`config.mk`:
```
export PLATFORM = sky130hd
export DESIGN_NAME = clock_ctrl
export DESIGN_NICKNAME = d
export VERILOG_FILES = /design/src/rtl/clock_ctrl.sv
export SDC_FILE = /design/constraint.sdc
export NUM_CORES = 1
export LEC_CHECK = 0
export CORE_MARGIN = 2
export CORE_UTILIZATION = 45
export CTS_CLUSTER_DIAMETER = 30
export DETAILED_ROUTE_END_ITERATION = 6
export HOLD_SLACK_MARGIN = 0.12
export PLACE_DENSITY = 0.78
export SLEW_MARGIN = 15
export SYNTH_ARGS = -nofsm -noshare
export SYNTH_HDL_FRONTEND = slang
export SYNTH_SLANG_ARGS = --single-unit
```
`constraint.sdc`:
```
create_clock -name CLK -period 2.09 [get_ports CLK]
set_input_delay 0.418 -clock CLK [delete_from_list [all_inputs] [get_ports CLK]]
set_output_delay 0.418 -clock CLK [all_outputs]
set_load 0.05 [all_outputs]
```
`src/rtl/clock_ctrl.sv`:
```
// Run/set sequencer for a 24-hour BCD clock: 1 Hz prescaler, carry-chained count
// enables, and a two-button hour/minute set state machine with inactivity timeout.
module clock_ctrl #(
    parameter int DIV     = 50000000,
    parameter int TIMEOUT = 10
) (
    input  logic       CLK,
    input  logic       RST,
    input  logic       BTN_MODE,
    input  logic       BTN_INC,
    input  logic [7:0] SEC_CNT,
    input  logic [7:0] MIN_CNT,
    input  logic [7:0] HR_CNT,
    output logic       CE_SEC,
    output logic       CE_MIN,
    output logic       CE_HR,
    output logic       SEC_CLR,
    output logic [1:0] MODE,
    output logic       BLINK
);

    localparam logic [1:0] RUN     = 2'b00;
    localparam logic [1:0] SET_HR  = 2'b01;
    localparam logic [1:0] SET_MIN = 2'b10;

    localparam int PW = $clog2(DIV);
    localparam int TW = $clog2(TIMEOUT + 1);

    logic [PW-1:0] pre;
    logic [TW-1:0] to_cnt;
    logic          tick;
    logic          to_hit;
    logic          sec59;
    logic          min59;
    logic          unused_hr;

    // Hour wrap lives in the hours counter; the value is not needed here.
    assign unused_hr = ^HR_CNT;

    assign tick   = (pre == PW'(DIV - 1));
    assign to_hit = (to_cnt == TW'(TIMEOUT - 1));
    assign sec59  = (SEC_CNT == 8'h59);
    assign min59  = (MIN_CNT == 8'h59);

    always_ff @(posedge CLK) begin
        if (RST) begin
            pre     <= '0;
            to_cnt  <= '0;
            MODE    <= RUN;
            CE_SEC  <= 1'b0;
            CE_MIN  <= 1'b0;
            CE_HR   <= 1'b0;
            SEC_CLR <= 1'b0;
            BLINK   <= 1'b0;
        end else begin
            CE_SEC  <= 1'b0;
            CE_MIN  <= 1'b0;
            CE_HR   <= 1'b0;
            SEC_CLR <= 1'b0;
            pre     <= tick ? '0 : pre + 1'b1;

            case (MODE)
                RUN: begin
                    BLINK <= 1'b0;
                    if (tick) begin
                        CE_SEC <= 1'b1;
                        CE_MIN <= sec59;
                        CE_HR  <= sec59 & min59;
                    end
                    if (BTN_MODE) begin
                        MODE   <= SET_HR;
                        to_cnt <= '0;
                        BLINK  <= 1'b1;
                    end
                end
                SET_HR, SET_MIN: begin
                    // A button pulse takes priority over a coincident tick and cancels its timeout.
                    if (BTN_MODE || BTN_INC) begin
                        to_cnt <= '0;
                        BLINK  <= 1'b1;
                        if (BTN_MODE) begin
                            if (MODE == SET_HR) begin
                                MODE <= SET_MIN;
                            end else begin
                                MODE    <= RUN;
                                SEC_CLR <= 1'b1;
                                pre     <= '0;
                                BLINK   <= 1'b0;
                            end
                        end else if (MODE == SET_HR) begin
                            CE_HR <= 1'b1;
                        end else begin
                            CE_MIN <= 1'b1;
                        end
                    end else if (tick) begin
                        BLINK <= ~BLINK;
                        if (to_hit) begin
                            MODE    <= RUN;
                            SEC_CLR <= 1'b1;
                            pre     <= '0;
                            BLINK   <= 1'b0;
                            to_cnt  <= '0;
                        end else begin
                            to_cnt <= to_cnt + 1'b1;
                        end
                    end
                end
                default: MODE <= RUN;
            endcase
        end
    end

endmodule

```
==> summary.txt <==
STA
  • Worst clock skew: ~7 ps
  • Final hold slack: between 400 and 500 ps
  • RSZ-0062 raised after global routing: false
  • Fmax: approximately 520 MHz
  • Final period util: just over 90%
  • Worst setup margin: about 150 ps
  • Fin. max-slew vios: 0
  • Final count of hold timing violations: 0
  • Worst-Margin Slew: between 400 and 500 ps
  • Minimum clock period: ~1900 ps
  • Normalized max-slew margin: between 60% and 70%
  • Final setup viols: 0

Finish
  • Synthesis-to-layout area growth: 24.4%
  • FF/Latch Area: roughly 750 sq um
  • Multi-input logic area: between 0.001 and 0.0015 sq mm
  • Antenna cells: 0
  • Layout cells sized above 1: 12.7%
  • Number of fill cells: 370
  • Fin area: about 0.0024 sq mm
  • Final Util: between 50% and 60%
  • Final std cells w/o fill: around 300
  • Fin nets: between 200 and 300

Clocking
  • Clock latency on the worst-skew pair: approximately 290 ps
  • H-tree Lvls: 2
  • Post-CTS Setup Bufs: 0
  • Clk sinks: 37
  • Hold-fix buffer count after cts: 0
  • Root buffer cell: clkbuf_8
  • CTS tree: yes
  • Max Root-Sink Buffers: 2
  • Total CTS buffers: 5
  • Post-CTS Resized: 0
  • Clock-pin slew on the worst setup and hold paths: ~70 ps

Place
  • Detail Placement HPWL: between 2 and 3 mm
  • Gpl congestion: a little under 0.8
  • # port buffers: 26
  • Placed instance count: 293
  • Setup WS pre-CTS: -60.1 ps
  • Post-DP Area: 0.00229 sq mm

Floorplan
  • Die ar.: approximately 0.0048 sq mm
  • Initial core utilization: between 40% and 50%
  • I/O pins: 35
  • Die H: between 60 and 70 um
  • Cell row count: 23
  • Core area: just over 0.004 sq mm
  • Chip width: roughly 69 um

Setup path
  • Worst EP arrival: 2140 ps
  • Critical Path Start Type: flop
  • Worst EP required: ~2300 ps
  • Crit path cell chain: inv_1 -> ha_1 -> nand2b_1 -> or4_4 -> or3_4 -> o311ai_2
  • Max incr delay on CP: ~500 ps
  • Critical path fanouts, max: 5
  • Setup CP Type: flop to flop
  • WP buf/inv: 1
  • CP top delay family: simple AND/OR/NAND/NOR gates
  • Slowest CP cell: or4_4
  • Crit path capture type: flop

Drt
  • Antenna-violating nets left: 0
  • First-pass DRT Iterations: 4
  • Initial DRC Count: 85
  • Via count: roughly 1,600
  • Routed vias/inst: 5.32
  • Wire per inst: 13.0 um
  • Routed wire length: a little under 4 mm
  • Drt drc: 0

Synth
  • Synth cell types: 47
  • Gate Count Post-Synth: about 210
  • Top area cells in the synthesized netlist: dfxtp_1, xor2_1, nor2_1
  • Area share of the largest cell type after synthesis: between 30% and 40%
  • Count leader, synth: dfxtp_1
  • Area leader, netlist: dfxtp_1
  • Ys flop type: dfxtp_1
  • Seq/Total Area, Yosys: 38.9%
  • Synth Register Bits: 37
  • Post-synth net total: 248
  • YS warnings: 0
  • Post-synth top cells: dfxtp_1, nor2_1, xor2_1
  • EDFF count, synth: 0
  • Post-Syn Area: between 0.0015 and 0.002 sq mm
  • Async SR Flop Fraction: 0%
  • Mean post-synth cell area: 8.90 sq um

Global routing
  • Tot GR Track Use: 17.4%
  • Vias in the first global route: around 1,500
  • Initial antenna violation count: 0
  • First-pass GRT wire length: between 6 and 7 mm
  • Total congestion overflow: 0
  • Pin count of the biggest net entering global routing: 25

Status
  • Status: completed

Pwr
  • VDD IR max: about 0.5 mV
  • Power Density: 580 mW/mm^2
  • LEAKAGE: about 0.88 nW

Flow run
  • Max-capacitance violation count: 0

Hold path
  • Hold Crit Class: flop to flop
cell usage in the layout (no fill, tap or decap), types with 5 or more instances in the layout:
master           count
buf_4               11
clkbuf_8             5
clkdlybuf4s50_1     26
dfxtp_1             35
ha_1                 6
inv_1                7
nand2_1              9
nand3_1             15
nand4_1              9
nor2_1              35
xnor2_1              6
xor2_1              18
path summary, 6_finish.rpt:
kind / slack [ps] / from / end / cells past startpoint
setup reg to reg: 150 / MODE[0] / to_cnt[2] / 6
setup / recovery: 150 / MODE[0] / to_cnt[2] / 6
hold reg to reg: 490 / BLINK / BLINK / 2
hold / removal: 490 / BLINK / BLINK / 2
cell families after synthesis:
| kind of cell | count (synthesis) | synth area share [%] |
|---|---|---|
| simple gates | 107 | 32.9 |
| mux | 2 | 1.05 |
| compound gates | 22 | 8.80 |
| flops | 37 | 38.9 |
| fa+ha+maj | 6 | 3.94 |
| buf+inv | 16 | 3.35 |
| xor+xnor | 24 | 11.0 |
tightest hold or removal path: cells and delay by family, from the launching register on:
kind	cells	cell delay, ps
simple gates	1	60
flops	1	330
mux	1	60
routing by layer:
metal  part of all wire (%)  vias to the layer above  global-route usage [%]
met2                     45                       18                    26.6
met1                     51                      747                    23.2
met4                    2.3                        0                    8.71
met5                      0                        -                       0
met3                    2.1                        8                    3.51
li1                       -                      827                       -
stage by stage:
stage	setup TNS (ps)	power [mW]
6_report	0	1.37
5_1_grt	0	1.44
4_1_cts	0	1.39
3_5_place_dp	-103	0.910
3_3_place_gp	-52.9	0.908
2_1_floorplan	0	0.838
state kept, by name, indices dropped and copies added, names as in the netlist:
signal / flops
pre: 26
SEC_CLR: 1
to_cnt: 4
CE_MIN: 1
BLINK: 1
CE_HR: 1
CE_SEC: 1
MODE: 2
power by group:
part           total (mW)  switching [mW]  internal [mW]
combinational       0.167          0.0855         0.0814
clock               0.479           0.248          0.231
sequential          0.729          0.0128          0.716
layout make-up:
class / count / share of cell area (%)
Clock inverter: 2 / 0.422
Timing Repair Buffer: 37 / 14.5
Clock buffer: 6 / 3.06
Tap cell: 50 / 2.64
Sequential cell: 37 / 31.6
Inverter: 8 / 1.27
Multi-Input combinational cell: 161 / 46.6
Power figures use the tool's default switching activity.
